<file path="src/rtl/duck_sprite_engine.sv">
// Duck sprite stage: frame-rate motion/hit FSM plus a 2-cycle pixel pipeline
// that walks the sprite ROM in raster order and keys out the transparent colour.
module duck_sprite_engine #(
  parameter int          SPR_W      = 124,
  parameter int          SPR_H      = 162,
  parameter int          H_ACTIVE   = 640,
  parameter int          V_ACTIVE   = 480,
  parameter int          STEP_X     = 2,
  parameter int          STEP_Y     = 1,
  parameter int          FALL_STEP  = 4,
  parameter int          HIT_FRAMES = 30,
  parameter int          RESPAWN_Y  = 200,
  parameter logic [5:0]  KEY_COLOR  = 6'b110011,
  parameter logic [5:0]  BG_COLOR   = 6'b001011
) (
  input  logic        vga_clk,
  input  logic        reset,
  input  logic [9:0]  hcount,
  input  logic [9:0]  vcount,
  input  logic        shot,
  input  logic [5:0]  rom_data,
  output logic [14:0] rom_addr,
  output logic [5:0]  pixel_out,
  output logic [9:0]  duck_x,
  output logic [9:0]  duck_y,
  output logic [1:0]  duck_state
);

  localparam logic [1:0] FLY  = 2'd0;
  localparam logic [1:0] HIT  = 2'd1;
  localparam logic [1:0] FALL = 2'd2;

  localparam int          HW    = $clog2(HIT_FRAMES + 1);
  localparam logic [10:0] X_MAX = 11'(H_ACTIVE - SPR_W);
  localparam logic [10:0] Y_MAX = 11'(V_ACTIVE - SPR_H);
  localparam logic [10:0] SX    = 11'(STEP_X);
  localparam logic [10:0] SY    = 11'(STEP_Y);
  localparam logic [10:0] SF    = 11'(FALL_STEP);

  logic          frame_tick, in_box, active, take_hit;
  logic          dir_right, dir_up, shot_latch, landed, box_d1, act_d1;
  logic [HW-1:0] hit_cnt, ncnt;
  logic [10:0]   hc, vc, xw, yw;
  logic [9:0]    nx, ny;
  logic          nr, nu, nland;
  logic [1:0]    ns;

  assign hc = {1'b0, hcount};
  assign vc = {1'b0, vcount};
  assign xw = {1'b0, duck_x};
  assign yw = {1'b0, duck_y};

  assign frame_tick = (hcount == '0) && (vcount == 10'(V_ACTIVE));
  assign in_box = (xw <= hc) && (hc < xw + 11'(SPR_W)) &&
                  (yw <= vc) && (vc < yw + 11'(SPR_H));
  assign active = (hc < 11'(H_ACTIVE)) && (vc < 11'(V_ACTIVE));
  // A shot arriving on the tick itself still counts for that tick.
  assign take_hit = shot_latch || (shot && duck_state == FLY);

  always_comb begin
    nx    = duck_x;
    ny    = duck_y;
    nr    = dir_right;
    nu    = dir_up;
    ns    = duck_state;
    ncnt  = hit_cnt;
    nland = landed;
    case (duck_state)
      FLY: begin
        if (take_hit) begin
          ns   = HIT;
          ncnt = '0;
        end else begin
          if (dir_right) begin
            if (xw + SX >= X_MAX) begin nx = 10'(X_MAX); nr = 1'b0; end
            else nx = 10'(xw + SX);
          end else begin
            if (xw <= SX) begin nx = '0; nr = 1'b1; end
            else nx = 10'(xw - SX);
          end
          if (dir_up) begin
            if (yw <= SY) begin ny = '0; nu = 1'b0; end
            else ny = 10'(yw - SY);
          end else begin
            if (yw + SY >= Y_MAX) begin ny = 10'(Y_MAX); nu = 1'b1; end
            else ny = 10'(yw + SY);
          end
        end
      end
      HIT: begin
        ncnt = hit_cnt + HW'(1);
        if (hit_cnt == HW'(HIT_FRAMES - 1)) ns = FALL;
      end
      FALL: begin
        // Landing takes one tick clamped at the floor, then respawn on the next.
        if (landed) begin
          nx    = '0;
          ny    = 10'(RESPAWN_Y);
          nr    = 1'b1;
          nu    = 1'b1;
          ns    = FLY;
          nland = 1'b0;
        end else if (yw + SF < Y_MAX) begin
          ny = 10'(yw + SF);
        end else begin
          ny    = 10'(Y_MAX);
          nland = 1'b1;
        end
      end
      default: ns = FLY;
    endcase
  end

  always_ff @(posedge vga_clk or negedge reset) begin
    if (!reset) begin
      duck_x     <= '0;
      duck_y     <= 10'(RESPAWN_Y);
      dir_right  <= 1'b1;
      dir_up     <= 1'b1;
      duck_state <= FLY;
      hit_cnt    <= '0;
      landed     <= 1'b0;
      shot_latch <= 1'b0;
      rom_addr   <= '0;
      pixel_out  <= '0;
      box_d1     <= 1'b0;
      act_d1     <= 1'b0;
    end else begin
      if (frame_tick) begin
        duck_x     <= nx;
        duck_y     <= ny;
        dir_right  <= nr;
        dir_up     <= nu;
        duck_state <= ns;
        hit_cnt    <= ncnt;
        landed     <= nland;
        shot_latch <= 1'b0;
      end else if (shot && duck_state == FLY) begin
        shot_latch <= 1'b1;
      end
      box_d1 <= in_box;
      act_d1 <= active;
      // Row-major ROM + raster scan: counting in-box pixels yields the ROM index.
      if (frame_tick)  rom_addr <= '0;
      else if (box_d1) rom_addr <= rom_addr + 15'd1;
      if (!act_d1)                              pixel_out <= '0;
      else if (!box_d1 || rom_data == KEY_COLOR) pixel_out <= BG_COLOR;
      else                                      pixel_out <= rom_data;
    end
  end

endmodule

</file>
<file path="config.mk">
export PLATFORM = sky130hd
export DESIGN_NAME = duck_sprite_engine
export DESIGN_NICKNAME = d
export VERILOG_FILES = /design/src/rtl/duck_sprite_engine.sv
export SDC_FILE = /design/constraint.sdc
export NUM_CORES = 1
export LEC_CHECK = 0
export ABC_AREA = 1
export CAP_MARGIN = 20
export CORE_UTILIZATION = 35
export CTS_CLUSTER_DIAMETER = 50
export CTS_CLUSTER_SIZE = 16
export DETAILED_ROUTE_END_ITERATION = 7
export SLEW_MARGIN = 30
export SYNTH_ARGS = -nofsm -noshare
export SYNTH_HDL_FRONTEND = slang
export SYNTH_SLANG_ARGS = --single-unit
export TNS_END_PERCENT = 1
</file>
<file path="constraint.sdc">
create_clock -name vga_clk -period 2.85 [get_ports vga_clk]
set_input_delay 0.57 -clock vga_clk [delete_from_list [all_inputs] [get_ports vga_clk]]
set_output_delay 0.57 -clock vga_clk [all_outputs]
set_load 0.02 [all_outputs]
</file>
* Yosys cells after proc, flatten, opt, wreduce, memory -nomap -nowiden
Cells that the tools add are included.
** Storage, ports and cells
- Flip-flop bits (word level) :: 54
- Input bits :: 29
- Logic and storage cells :: 99
- Output and inout port bits :: 43
** Cells by class
- Equality and inequality tests :: 9
- Add/sub/neg operators :: 9
- Reductions and logical operators :: 20
- Order comparisons :: 11
- Multiplexer cells :: 38
** Operator list (count)
- $mux W10 :: 11
- $pmux W10 S2 :: 2
- $mux W15 :: 2
- $lt A10 B11 Y1 :: 2
- $le A10 B10 Y1 :: 2
- $add A15 B1 Y15 const B :: 1
- $mux W1 :: 13
- $mux W6 :: 2
- $add A10 B1 Y11 const B :: 1
- $add A10 B2 Y11 const B :: 1
- $add A10 B3 Y11 const B :: 1
- $add A10 B7 Y11 const B :: 1
- $add A10 B8 Y11 const B :: 1
- $ge A11 B10 Y1 const B :: 1
- $ge A11 B9 Y1 const B :: 1
- $lt A11 B9 Y1 const B :: 1
- $eq A10 B9 Y1 const B :: 1
- $le A10 B1 Y1 const B :: 1
- $le A10 B2 Y1 const B :: 1
- $logic_not A10 Y1 :: 1
- $lt A10 B10 Y1 const B :: 1
- $lt A10 B9 Y1 const B :: 1
- $pmux W5 S2 :: 1
- $sub A10 B1 Y10 const B :: 1
- 19 further kinds :: 36

* Depth between registers and ports, before layout
- Depth after elaboration :: 6
- Mapped depth :: 14
- Depth with buffers taken out :: 14

* Worst setup path after synthesis
OpenSTA, ideal clock, no wires.
- Kind :: register to register
- Start point :: register duck_y[3]
- End point :: register box_d1
- Required time :: 2.779 ns
- Buffers on the path :: 0
- Period minus slack after synthesis :: 2.368 ns
- Arrival time :: 2.296 ns
- Stages on the path, launching flop included :: 13
- Setup time :: 0.071 ns
- Slack :: 0.482 ns
- Path through :: dfstp_2 > ha_1 > nand2_2 > o21ai_0 > xor2_1 > ha_1 > a21oi_1 > o21ai_0 > o21bai_1 > nand2_1 > a21oi_1 > nor2_1 > nor2_1
** Between the ends
- Longest elaborated chain between the ends :: 3
- Elaborated cells between the ends (all ways) :: 5
- Those cells by class :: 1 x add/sub; 2 x order compare; 2 x reduce/logical
** RTL lines
- from (decl) :: RTL line 25 : output logic [9:0] duck_y,
- from (signal assigned) :: RTL line 117 : duck_y <= 10'(RESPAWN_Y);
- from (signal assigned) :: RTL line 131 : duck_y <= ny;
- $add A10 B8 Y11 / $le A10 B10 Y1 (equally long branches) :: RTL line 55 : (yw <= vc) && (vc < yw + 11'(SPR_H));
- $lt A10 B11 Y1 / $logic_and A1 B1 Y1 (equally long branches) :: RTL line 55, 54
- $logic_and A1 B1 Y1 * :: RTL line 55
- net in_box :: RTL line 40 : logic frame_tick, in_box, active, take_hit;
- to (signal assigned) :: RTL line 141 : box_d1 <= in_box;
- to (decl) :: RTL line 41 : logic dir_right, dir_up, shot_latch, landed, box_d1, act_d1;
The timed path passes the listed nets; every way through them passes the cells marked *.
A chain may end at the register's enable or synchronous reset.

* Worst setup path after layout
Ends and elaborated chain as after synthesis.

==> summary.md <==
| Metric | Value |
|---|---|
| Status | `complete, no violations` |
| Core area | `around 15000 um^2` |
| Internal | `roughly 1.4 mW` |
| Routed WL per cell | `around 14 um` |
| Slowest stage cell, crit path | `dfstp_2` |
| Antenna cells | `0` |
| Initial antenna violation count | `0` |
| Headroom to the max-slew limit | `53.5%` |
| Register share of total power | `44.2%` |
| Pwr Density | `about 300 nW/um^2` |
| CTS tree | `yes` |
| Worst Tran Pin Value | `~0.7 ns` |
| Postcts setup bufs | `0` |
| TNS Setup | `0 ns` |
| Syn nets | `848` |
| Post-Synthesis Cells | `about 760` |
| Worst setup EP type | `flop` |
| CTS resizes | `0` |
| Routed WL | `14800 um` |
| Most common cell after layout, fill and taps aside | `nand2_1` |
| Fmax | `roughly 380 MHz` |
| Reg2Reg Launch Point | `duck_y[3]$_DFFE_PN1P_` |
| DIE HEIGHT | `roughly 120 um` |
| Placer's final routability congestion estimate | `roughly 0.92` |
| ANT nets after route | `0` |
| CTS Sinks | `53` |
| Die area | `roughly 15000 um^2` |
| Starting DRT DRC Count | `around 340` |
| Tmin final | `about 2.6 ns` |
| Share of the synthesized area in the top cell type | `between 20% and 30%` |
| Area delta synth->final | `21.3%` |
| CP arrival | `about 2.8 ns` |
| Fin Clk Skew | `approximately 0.0066 ns` |
| Max clock buf depth | `2` |
| Hold buffers post-CTS | `0` |
| Synthesized area | `approximately 5200 um^2` |
| Dpl hpwl | `approximately 12000 um` |
| Share of layout cells above drive strength 1 | `roughly a tenth` |
| CP cell instances | `ha_1 > nand2_2 > o21ai_0 > xor2_1 > ha_1 > a21oi_1 > o21ai_0 > o21bai_1 > nand2_1 > a21oi_1 > nor2_1 > nor2_1` |
| Clk pwr share | `about 38%` |
| Total grt overflow | `0` |
| Residual DRC | `0` |
| Endpoints failing hold | `0` |
| Vias in the first global route | `4955` |
| Vias per cell | `4.99` |
| Worst Setup Start Kind | `flop` |
| Final cycle utilization of the critical path | `91.4%` |
| Top Ports | `just over 70` |
| Flops & latches, synth | `53` |
| Final Net Count | `924` |
| Area leader, netlist | `dfrtp_1` |
| Clock-pin slew on the worst setup and hold paths | `about 0.070 ns` |
| Logic gate share of total power | `between 15 and 20%` |
| FP Rows | `44` |
| Die width | `about 120 um` |
| Clk root buf | `clkbuf_16` |
| Largest net degree at the start of global routing | `31` |
| RSZ-0062 raised after global routing | `no` |
| I/O Buffers | `70` |
| H-tree depth | `2` |
| Static leakage | `roughly 3.1 nW` |
| Yosys Warn Count | `0` |
| Commonest non-fill, non-tap cells in the layout | `186 x nand2_1, 87 x inv_1, 69 x clkdlybuf4s50_1` |
| Total iterations of the first detailed-routing run | `7` |
| Critical path type | `flop to flop` |
| Final Core Density | `43.5%` |
| Crit-path max cell delay | `roughly 0.55 ns` |
| Fin. max-slew vios | `0` |
| Max_cap viols | `0` |
| Reg-to-reg slack, setup | `0.25 ns` |
| First-pass GRT wire length | `about 25000 um` |
| VDD IR max | `0.223 mV` |
| CTS Buf Count | `5` |
| Vias post-DR | `~5000` |
| Critical R2R Capture | `box_d1$_DFF_PN0_` |
| Required @ worst endpoint | `~3.1 ns` |
| Initial cell density of the core | `between 30 and 40%` |
| Final setup violation count | `0` |
| FF-to-FF path depth | `12` |
| All-Layer GR Usage | `approximately a fifth` |
| Post-synth cell types | `43` |
| Avg Cell Area, Syn | `between 6 and 7 um^2` |
| Worst Hold Class | `input pin to asynchronous set/reset pin` |
| CP Max Fanout | `5` |
| Seq/Total Area, Yosys | `roughly a quarter` |
| Switching Power | `0.518 mW` |
| Top cells by area, synth | `dfrtp_1 23%, ha_1 13%, nand2_1 13%, inv_1 6.3%, nand3_1 5.6%` |
| Net Sw Frac | `approximately 27%` |
| Clk Latency, worst-skew pair | `0.29 ns` |
-- logic make-up (layout without fill, tap and decap cells) --
group / after synthesis / after routing / synth area share (%)
flip-flops: 53 / 53 / 25.6
AO/OA/AOI/OAI: 111 / 111 / 12.1
buffers and inverters: 122 / 199 / 9.54
AND/OR/NAND/NOR: 391 / 391 / 34.3
other: 1 / 1 / 0.0720
adder cells (fa/ha/maj): 56 / 56 / 13.5
XOR/XNOR: 29 / 29 / 5.02
-- how the worst max path moves through the flow --
stage	end	cells past startpoint	from
floorplan	box_d1$_DFF_PN0_	12	duck_y[3]$_DFFE_PN1P_
detailed placement	box_d1$_DFF_PN0_	9	vcount[9]
global placement	box_d1$_DFF_PN0_	9	vcount[9]
CTS	box_d1$_DFF_PN0_	12	duck_y[3]$_DFFE_PN1P_
global route	box_d1$_DFF_PN0_	12	duck_y[3]$_DFFE_PN1P_
finish	box_d1$_DFF_PN0_	12	duck_y[3]$_DFFE_PN1P_
-- state kept, by name, indices dropped and copies added (netlist names) --
name / cells
landed: 1
act_d1: 1
duck_x: 9
box_d1: 1
hit_cnt: 5
dir_right: 1
shot_latch: 1
duck_state: 2
duck_y: 10
dir_up: 1
pixel_out: 6
rom_addr: 15
-- synth_stat cells, drive strengths merged --
| cell type | number |
|---|---|
| nand2 | 197 |
| inv | 104 |
| nor2 | 83 |
| nand3 | 61 |
| ha | 56 |
| dfrtp | 48 |
| o21ai | 46 |
| a21oi | 43 |
| nand4 | 25 |
| xor2 | 24 |
| nor3 | 19 |
| buf | 13 |
| dfstp | 5 |
| xnor2 | 5 |
| o21bai | 4 |
| a22oi | 3 |
| a31oi | 3 |
| clkinv | 3 |
| o21a | 3 |
| a211oi | 2 |
| and3 | 2 |
| clkbuf | 2 |
| nand3b | 2 |
| o211ai | 2 |
| o22ai | 2 |
| or2 | 2 |
| conb | 1 |
| o31ai | 1 |
| o32ai | 1 |
| o41ai | 1 |
-- area by class of cell --
type,instances,area (um^2)
clock inverters,3,47.5
well taps,184,230
fillers,1554,8220
multi-input cells,588,3380
clock buffers,5,125
inverters,107,402
repair buffers,84,801
flip-flops and latches,53,1330
-- power groups by stage --
stage | Combinational (mW) | Clock, mW | Sequential, mW
global route | 0.393 | 0.758 | 0.843
floorplan | 0.133 | 0 | 0.884
finish | 0.344 | 0.711 | 0.835
detailed placement | 0.346 | 0 | 0.851
CTS | 0.348 | 0.730 | 0.836
global placement | 0.347 | 0 | 0.849
-- worst max-delay path: cells and delay by family (launching register included) --
kind	cells	cell delay (ns)
compound gates	5	0.83
flops	1	0.55
fa+ha+maj	2	0.55
simple gates	4	0.40
xor+xnor	1	0.20
-- stage by stage --
stage / instance area (um^2) / power, mW / setup WS, ns / std cells / hold WS (ns)
after floorplan: 5210 / 1.02 / 0.482 / 763 / 0.274
after global placement: 6140 / 1.20 / 0.275 / 1016 / 0.531
after detailed placement: 6140 / 1.20 / 0.287 / 1016 / 0.538
after CTS: 6320 / 1.91 / 0.248 / 1024 / 0.338
after global routing: 6320 / 1.99 / 0.00803 / 1024 / 0.372
final: 6320 / 1.89 / 0.245 / 1024 / 0.323
-- metal layers --
metal	GRT usage (%)	vias to the layer above	share of wire, %
li1	-	2654	-
met1	28.4	2314	49
met2	34.0	129	46
met3	2.15	16	4.3
met4	4.99	0	1.2
met5	0	-	0
No activity file was read; power rests on OpenSTA's default activity.
